$ cat config.mk
export PLATFORM = sky130hd
export DESIGN_NAME = mem_access_unit
export DESIGN_NICKNAME = d
export VERILOG_FILES = /design/src/rtl/mem_access_unit.sv
export SDC_FILE = /design/constraint.sdc
export NUM_CORES = 1
export LEC_CHECK = 0
export BUFFER_PORTS_ARGS = -buffer_cell sky130_fd_sc_hd__clkbuf_2
export CAP_MARGIN = 20
export CORE_MARGIN = 2
export CORE_UTILIZATION = 52
export CTS_CLUSTER_DIAMETER = 200
export DETAILED_ROUTE_END_ITERATION = 8
export PLACE_DENSITY = 0.93
export SLEW_MARGIN = 20
export SYNTH_ARGS = -nofsm -noshare
export SYNTH_HDL_FRONTEND = slang
export SYNTH_SLANG_ARGS = --single-unit
$ cat constraint.sdc
create_clock -name clk -period 3 [get_ports clk]
set_clock_uncertainty 0.15 [all_clocks]
set_input_delay 0 -clock clk [delete_from_list [all_inputs] [get_ports clk]]
set_output_delay 0 -clock clk [all_outputs]
set_load 0.02 [all_outputs]
$ cat src/rtl/mem_access_unit.sv
// rtl/mem_access_unit.sv - memory-stage access unit with stall handshake; MEM_TIMEOUT_EN adds ack timeout and mem_err
module mem_access_unit #(
  parameter logic [31:0] ADDR_BASE      = 32'd1024,
  parameter int          TIMEOUT_CYCLES = 255
) (
  input  logic        clk,
  input  logic        rst,
  input  logic [31:0] ALU_res_in,
  input  logic [31:0] Val_Rm_in,
  input  logic        WB_EN_in,
  input  logic        Mem_R_EN_in,
  input  logic        Mem_W_EN_in,
  input  logic [3:0]  dest_in,
  output logic        mem_req,
  output logic        mem_we,
  output logic [31:0] mem_addr,
  output logic [31:0] mem_wdata,
  input  logic        mem_ack,
  input  logic [31:0] mem_rdata,
  output logic        freeze,
  output logic [31:0] ALU_res,
  output logic [31:0] Mem_res,
  output logic        WB_EN,
  output logic        Mem_R_EN,
`ifdef MEM_TIMEOUT_EN
  output logic        mem_err,
`endif
  output logic [3:0]  dest
);

  typedef enum logic {IDLE, ACCESS} state_t;

  state_t      state, state_nxt;
  logic        mem_in;
  logic        done;
  logic        timeout_hit;
  logic [31:0] addr_off;
  logic [31:0] lat_alu;
  logic        lat_wb;
  logic        lat_rd;
  logic [3:0]  lat_dest;

  if (TIMEOUT_CYCLES < 1 || TIMEOUT_CYCLES > 255) begin : g_timeout_range
    $error("TIMEOUT_CYCLES must be in 1..255");
  end

  assign mem_in   = Mem_R_EN_in | Mem_W_EN_in;
  assign addr_off = ALU_res_in - ADDR_BASE;

`ifdef MEM_TIMEOUT_EN
  logic [7:0] wait_cnt;

  // The last permitted no-ack cycle is retired as if it were acked.
  assign timeout_hit = (state == ACCESS) && !mem_ack &&
                       (wait_cnt == 8'(TIMEOUT_CYCLES - 1));

  always_ff @(posedge clk) begin
    if (!rst) begin
      wait_cnt <= 8'd0;
      mem_err  <= 1'b0;
    end else begin
      if (state != ACCESS)
        wait_cnt <= 8'd0;
      else if (!mem_ack)
        wait_cnt <= wait_cnt + 8'd1;
      if (timeout_hit)
        mem_err <= 1'b1;
    end
  end
`else
  assign timeout_hit = 1'b0;
`endif

  always_comb begin
    state_nxt = state;
    freeze    = 1'b0;
    done      = 1'b0;
    case (state)
      IDLE: begin
        if (mem_in) begin
          freeze    = 1'b1;
          state_nxt = ACCESS;
        end
      end
      ACCESS: begin
        if (mem_ack || timeout_hit) begin
          done      = 1'b1;
          state_nxt = IDLE;
        end else begin
          freeze = 1'b1;
        end
      end
      default: state_nxt = IDLE;
    endcase
    if (!rst)
      freeze = 1'b0;
  end

  always_ff @(posedge clk) begin
    if (!rst) begin
      state     <= IDLE;
      mem_req   <= 1'b0;
      mem_we    <= 1'b0;
      mem_addr  <= 32'd0;
      mem_wdata <= 32'd0;
      ALU_res   <= 32'd0;
      Mem_res   <= 32'd0;
      WB_EN     <= 1'b0;
      Mem_R_EN  <= 1'b0;
      dest      <= 4'd0;
      lat_alu   <= 32'd0;
      lat_wb    <= 1'b0;
      lat_rd    <= 1'b0;
      lat_dest  <= 4'd0;
    end else begin
      state <= state_nxt;
      case (state)
        IDLE: begin
          if (mem_in) begin
            // A simultaneous read+write request is carried out as a write.
            mem_req   <= 1'b1;
            mem_we    <= Mem_W_EN_in;
            mem_addr  <= addr_off & 32'hFFFF_FFFC;
            mem_wdata <= Val_Rm_in;
            lat_alu   <= ALU_res_in;
            lat_wb    <= WB_EN_in;
            lat_rd    <= Mem_R_EN_in & ~Mem_W_EN_in;
            lat_dest  <= dest_in;
            WB_EN     <= 1'b0;
            Mem_R_EN  <= 1'b0;
            dest      <= 4'd0;
          end else begin
            ALU_res  <= ALU_res_in;
            Mem_res  <= 32'd0;
            WB_EN    <= WB_EN_in;
            Mem_R_EN <= 1'b0;
            dest     <= dest_in;
          end
        end
        ACCESS: begin
          if (done) begin
            mem_req  <= 1'b0;
            mem_we   <= 1'b0;
            ALU_res  <= lat_alu;
            Mem_res  <= (lat_rd && !timeout_hit) ? mem_rdata : 32'd0;
            WB_EN    <= lat_wb & ~timeout_hit;
            Mem_R_EN <= lat_rd & ~timeout_hit;
            dest     <= lat_dest;
          end else begin
            // Stall cycles present a bubble to write-back.
            WB_EN    <= 1'b0;
            Mem_R_EN <= 1'b0;
            dest     <= 4'd0;
          end
        end
        default: ;
      endcase
    end
  end

endmodule

==> flow_summary_export.csv, run 1 <==
group,metric,value,unit
floorplan,start_util,53.8,%
timing,final-setup-viol-count,0,
route,dr_total_vias,6594,
synth,syn-cell-area,6220,um^2
floorplan,die_w,113,um
route,avgRoutedWirePerCell,18.7,um
timing,fin_crit,2.90,ns
clock_network,cts_tree,"built",
global_routing,grt_pass1_vias,6626,
worst_setup_path,worst-path-max-fanout,9,
global_routing,grt_pass1_wl,34300,um
clock_network,cts_max_level,4,
worst_setup_path,critPathCaptureType,"register",
placed_design,pre_cts_ws,0.731,ns
global_routing,grt_max_degree,84,
worst_hold_path,hold_path.class,"in2reg",
route,drc,0,
worst_setup_path,crit_path_start,"ALU_res_in[10]",
clock_network,cts.sinks,165,
placed_design,place_inst,1025,
worst_setup_path,critPathArrivalTime,3.10,ns
global_routing,antenna_found_initial,0,
route,first_pass_iters,5,
floorplan,rows,39,
worst_setup_path,worstSetupPathType,"in2reg",
placed_design,routabilityCongestion,0.879,
final_layout,layout_commonest_cell,"clkbuf_2",
clock_network,numCtsBuffers,17,
global_routing,overflow,0,
final_layout,fin_nets,1114,
synth,netlist_instances,694,
placed_design,port_buffers,240,
synth,ys_seq_area_share,53.1,%
worst_setup_path,startpoint_type,"primary input",
placed_design,placed_area,7470,um^2
final_layout,layout-drive-gt1-share,29.1,%
worst_setup_path,r2r_start,"state$_DFF_P_",
synth,postSynthAreaPerCell,8.96,um^2
clock_network,clkLatencyLatePin,0.42,ns
timing,slew_headroom,41.6,%
global_routing,grtUsageMet2,57.5,%
worst_setup_path,cp_data_required_time,3.20,ns
floorplan,core,11600,um^2
route,drtIter0Drc,719,
floorplan,die_area,12800,um^2
outcome,status,"completed",
timing,fin_setup_tns,0,ns
synth,ys_ff_latch,165,
worst_setup_path,critical_path.cell_chain,"dlygate4sd3_1 -> clkbuf_2 -> inv_1 -> ha_1 -> or4b_4 -> or3_4 -> or4_1 -> a31oi_1 -> dlygate4sd3_1",
timing,fmax,345,MHz
timing,slew_violations,0,
route,postRouteAntennaNets,0,
floorplan,io_pins,243,
worst_setup_path,cp_slowest_cell,"dlygate4sd3_1",
worst_setup_path,cpLargestDelayFamily,"simple AND/OR/NAND/NOR gates",
timing,hold_viol_final,0,
worst_hold_path,min_from,"mem_rdata[3]",
final_layout,final_cell_area,9090,um^2
placed_design,dp_hpwl,11600,um
clock_network,cts_root_buf,"clkbuf_16",
worst_setup_path,critPathBufInv,4,
synth,synth.distinct_cells,39,
power,power_density,606,nW/um^2
clock_network,path_clk_slew,0.06,ns
power,p_total,5.51,mW
timing,tightest_slew,0.874,ns
final_layout,num-fill-cells,702,
worst_setup_path,crit_top_cell,"dlygate4sd3_1",
power,p_leak,4.06,nW
global_routing,grtUsageMet3,7.28,%
timing,grt_setup_unrepaired,"no",
global_routing,grtUsageMet1,38.8,%
job,max_cap_violations,0,
global_routing,busiest_layer,"met2",
power,ir_drop,0.534,mV
synth,synth_warnings,0,
floorplan,dieHeight,113,um
timing,finalWorstSetupSlack,0.105,ns
route,drt_wl_total,21700,um
worst_setup_path,max_stage_delay,0.58,ns
final_layout,antennaDiodeCount,0,
final_layout,area_delta_synth_final,46.2,%
route,vias_per_cell,5.67,
final_layout,layout_common_cells,"clkbuf_2 (240), dfxtp_1 (164), nand2_1 (140), dlygate4sd3_1 (106), a21oi_1 (74)",
timing,finalCritPeriodShare,96.5,%
final_layout,instances_no_fill,1162,
clock_network,clock_tree.buffer_depth,2,
global_routing,grt_use_total,33.7,%
==> stage by stage <==
stage               hold slack (ns)  util, %
CTS                           0.158     78.6
detailed placement           0.0655     64.6
floorplan                   -0.0499        -
global placement             0.0597     64.6
global route                  0.183     78.6
finish                        0.200     78.6
==> worst paths after layout <==
| check | end | depth (start not counted) | slack (ns) |
|---|---|---|---|
| min | Mem_res[3]$_SDFFE_PN0P_ | 3 | 0.20 |
| max | mem_addr[28]$_SDFFE_PN0P_ | 9 | 0.10 |
| max reg2reg | ALU_res[2]$_SDFFE_PN0P_ | 5 | 0.56 |
| min reg2reg | mem_wdata[5]$_SDFFE_PN0P_ | 2 | 0.30 |
==> report_power, final <==
part,internal (mW),switching [mW],leakage [nW]
Sequential,2.34,0.0873,1.36
Clock,1.24,0.882,0.270
Combinational,0.382,0.579,2.43
Total,3.96,1.55,4.06
==> final cells by class <==
type / count / area (um^2) / area share, %
Timing Repair Buffer: 361 / 2410 / 26.5
Tap cell: 143 / 179 / 1.97
Sequential cell: 165 / 3300 / 36.4
Clock inverter: 9 / 104 / 1.14
Multi-Input combinational cell: 458 / 2620 / 28.8
Inverter: 4 / 16.3 / 0.179
Clock buffer: 22 / 454 / 5.00
==> cell usage after synthesis (all sizes together) <==
cell | number | area, um^2
or2 | 4 | 25.0
o31a | 1 | 8.76
a22oi | 6 | 45.0
a21oi | 74 | 370
a311oi | 2 | 17.5
ha | 1 | 12.5
inv | 4 | 15.0
nand2 | 140 | 526
or4 | 10 | 82.6
xor2 | 1 | 8.76
o21ai | 21 | 105
or4b | 1 | 13.8
and3 | 1 | 6.26
or3 | 8 | 53.8
mux2i | 33 | 330
nor3b | 1 | 7.51
nor4 | 5 | 31.3
o21bai | 1 | 7.51
buf | 24 | 141
conb | 1 | 3.75
clkbuf | 44 | 166
and2 | 1 | 6.26
o31ai | 8 | 60.1
a211oi | 36 | 270
xnor2 | 5 | 43.8
a22o | 32 | 280
o21ba | 1 | 10.0
nor2 | 50 | 188
dfxtp | 165 | 3300
nor3 | 3 | 15.0
a31oi | 10 | 62.6
==> worst register-to-register path: stages (launching register included) <==
cell	delay, ns
dfxtp_2	0.37
and2_0	0.44
or2_2	0.49
buf_4	0.47
nor2_1	0.10
a211oi_1	0.31
==> state kept, by name, indices dropped and copies added (netlist names), 4 cells and up <==
register   flops
ALU_res       32
Mem_res       32
dest           4
lat_alu       32
lat_dest       4
mem_addr      22
mem_wdata     32
==> what timing repair did <==
| action | CTS | global route |
|---|---|---|
| setup buffers | 0 | 0 |
| endpoints found under the setup margin | 0 | 1 |
| gates resized for setup | 0 | 1 |
| hold endpoints to repair | 162 | 0 |
| hold buffers | 106 | 0 |
==> routing by layer <==
metal  vias to the layer above  share of wire [%]
met1                      3089                 38
met3                        93                6.9
met2                       369                 50
met4                         0                5.2
li1                       3043                  -
met5                         -                  0
==> kinds of logic (layout without fill, tap and decap cells) <==
group / count (synthesis) / count (layout) / synth area share, %
DFF: 165 / 165 / 53.1
adders and majority gates: 1 / 1 / 0.201
muxes: 33 / 33 / 5.31
buffers and inverters: 72 / 396 / 5.19
xor gates and xnor gates: 6 / 6 / 0.845
other: 1 / 2 / 0.0603
and+or+nand+nor: 224 / 224 / 15.4
AOI/OAI and AO/OA: 192 / 192 / 19.9
Power figures use the tool's default switching activity.
==> run 2, diff against run 1 <==
- CORE_UTILIZATION: 52 -> 50
- GPL_ROUTABILITY_DRIVEN: unset -> 0
- PLACE_DENSITY: 0.93 -> 0.9
==> flow_summary_export.csv, run 2 (synthesized netlist as in run 1, its figures left out) <==
group,metric,value,unit
outcome,status,"completed",
route,drc,0,
power,ir_drop,0.484,mV
floorplan,core,12100,um^2
placed_design,placed_area,7450,um^2
route,vias_per_cell,5.47,
clock_network,post_cts_resized,0,
global_routing,antenna_found_initial,1,
global_routing,grt_use_total,30.7,%
global_routing,grt_max_degree,116,
timing,grt_setup_unrepaired,"no",
route,drtIter0Drc,653,
placed_design,place_inst,1045,
worst_setup_path,critPathArrivalTime,2.99,ns
timing,holdWs,0.173,ns
floorplan,rows,40,
power,p_total,5.48,mW
timing,fin_setup_tns,0,ns
timing,finalCritPeriodShare,92.5,%
clock_network,numCtsBuffers,17,
worst_setup_path,critPathCaptureType,"register",
clock_network,post_cts_buffers,0,
worst_setup_path,cp_data_required_time,3.22,ns
clock_network,clock_tree.buffer_depth,2,
final_layout,fin_nets,1110,
worst_hold_path,hold_path.class,"in2reg",
floorplan,start_util,51.5,%
route,avgRoutedWirePerCell,17.6,um
final_layout,final_util,75.4,%
floorplan,dieHeight,116,um
global_routing,overflow,0,
final_layout,layout_commonest_cell,"clkbuf_2",
final_layout,instances_no_fill,1186,
clock_network,cts_tree,"built",
placed_design,pre_cts_ws,0.646,ns
final_layout,area_delta_synth_final,46.2,%
timing,slew_headroom,46.9,%
worst_setup_path,worst-path-max-fanout,13,
route,drt_wl_total,20800,um
clock_network,cts.sinks,165,
route,dr_total_vias,6491,
placed_design,port_buffers,240,
placed_design,dp_hpwl,11100,um
timing,fin_crit,2.77,ns
timing,slew_violations,0,
worst_setup_path,r2r-end,"mem_addr[23]$_SDFFE_PN0P_",
worst_setup_path,r2r_start,"state$_DFF_P_",
worst_setup_path,rrSetupSlack,0.57,ns
clock_network,path_clk_slew,0.07,ns
timing,finalWorstSetupSlack,0.226,ns
route,first_pass_iters,5,
timing,hold_viol_final,0,
timing,tightest_slew,0.794,ns
final_layout,layout-drive-gt1-share,29.1,%
floorplan,die_area,13300,um^2
floorplan,io_pins,243,
timing,final-setup-viol-count,0,
timing,fmax,360,MHz
power,p_leak,4.02,nW
global_routing,grt_pass1_vias,6398,
worst_setup_path,crit_path_start,"ALU_res_in[10]",
floorplan,die_w,116,um
final_layout,final_cell_area,9090,um^2
worst_setup_path,endpoint,"mem_addr[23]$_SDFFE_PN0P_",
power,power_density,603,nW/um^2
final_layout,layout_common_cells,"clkbuf_2 (240), dfxtp_1 (164), nand2_1 (140), dlygate4sd3_1 (107), a21oi_1 (74)",
clock_network,clkLatencyLatePin,0.43,ns
clock_network,cts_root_buf,"clkbuf_16",
job,max_cap_violations,0,
worst_setup_path,reg2regPathDepth,5,
worst_setup_path,worstSetupPathType,"in2reg",
clock_network,cts_max_level,4,
route,postRouteAntennaNets,0,
global_routing,grt_pass1_wl,31800,um
worst_setup_path,startpoint_type,"primary input",
## run 2: changes by cell type in the layout (fill, tap and decap cells not counted), sizes merged
| cell | change |
|---|---|
| buf | -5 |
| clkbuf | -4 |
| clkinvlp | +4 |
| diode | +2 |
| inv | +2 |
| bufinv | -1 |
| dlygate4sd3 | +1 |
## run 2: metal layers
metal | up-vias | global-route usage (%) | share of wire [%]
met3 | 74 | 8.21 | 7.2
met2 | 335 | 52.6 | 51
met4 | 0 | 15.6 | 3.9
met5 | - | 0 | 0
li1 | 3035 | - | -
met1 | 3047 | 35.3 | 38
## run 2: worst min-delay path by stage
stage / start / to / slack [ns] / cells past startpoint
floorplan: Mem_W_EN_in / lat_rd$_SDFFE_PN0P_ / -0.05 / 1
global placement: mem_rdata[6] / Mem_res[6]$_SDFFE_PN0P_ / 0.06 / 2
detailed placement: mem_rdata[29] / Mem_res[29]$_SDFFE_PN0P_ / 0.06 / 2
CTS: mem_rdata[29] / Mem_res[29]$_SDFFE_PN0P_ / 0.15 / 3
global route: mem_rdata[6] / Mem_res[6]$_SDFFE_PN0P_ / 0.18 / 3
finish: mem_rdata[6] / Mem_res[6]$_SDFFE_PN0P_ / 0.17 / 3
## run 2: cell type report
| cell class | count | area (um^2) |
|---|---|---|
| antenna | 2 | 5.00 |
| sequential | 165 | 3300 |
| multi-input combinational | 458 | 2620 |
| tap | 168 | 210 |
| clock buffer | 18 | 439 |
| timing repair buffer | 357 | 2370 |
| clock inverter | 14 | 128 |
| fill | 787 | 2970 |
| inverter | 4 | 16.3 |
## run 2: report_power, final
| group | total [mW] | internal (mW) | switching (mW) |
|---|---|---|---|
| registers | 2.42 | 2.34 | 0.0851 |
| logic | 0.938 | 0.371 | 0.567 |
| clock network | 2.12 | 1.17 | 0.946 |
## run 2: critical path, cell delays in order
cell	delay, ns
dlygate4sd3_1	0.53
clkbuf_2	0.14
or4_1	0.66
or4_4	0.56
or3_1	0.33
a31oi_1	0.18
dlygate4sd3_1	0.58
## run 2: timing repair
| action | in CTS | in global routing |
|---|---|---|
| hold buffers | 107 | 0 |
| endpoints found under the hold margin | 164 | 0 |
| setup endpoints to repair | 0 | 0 |
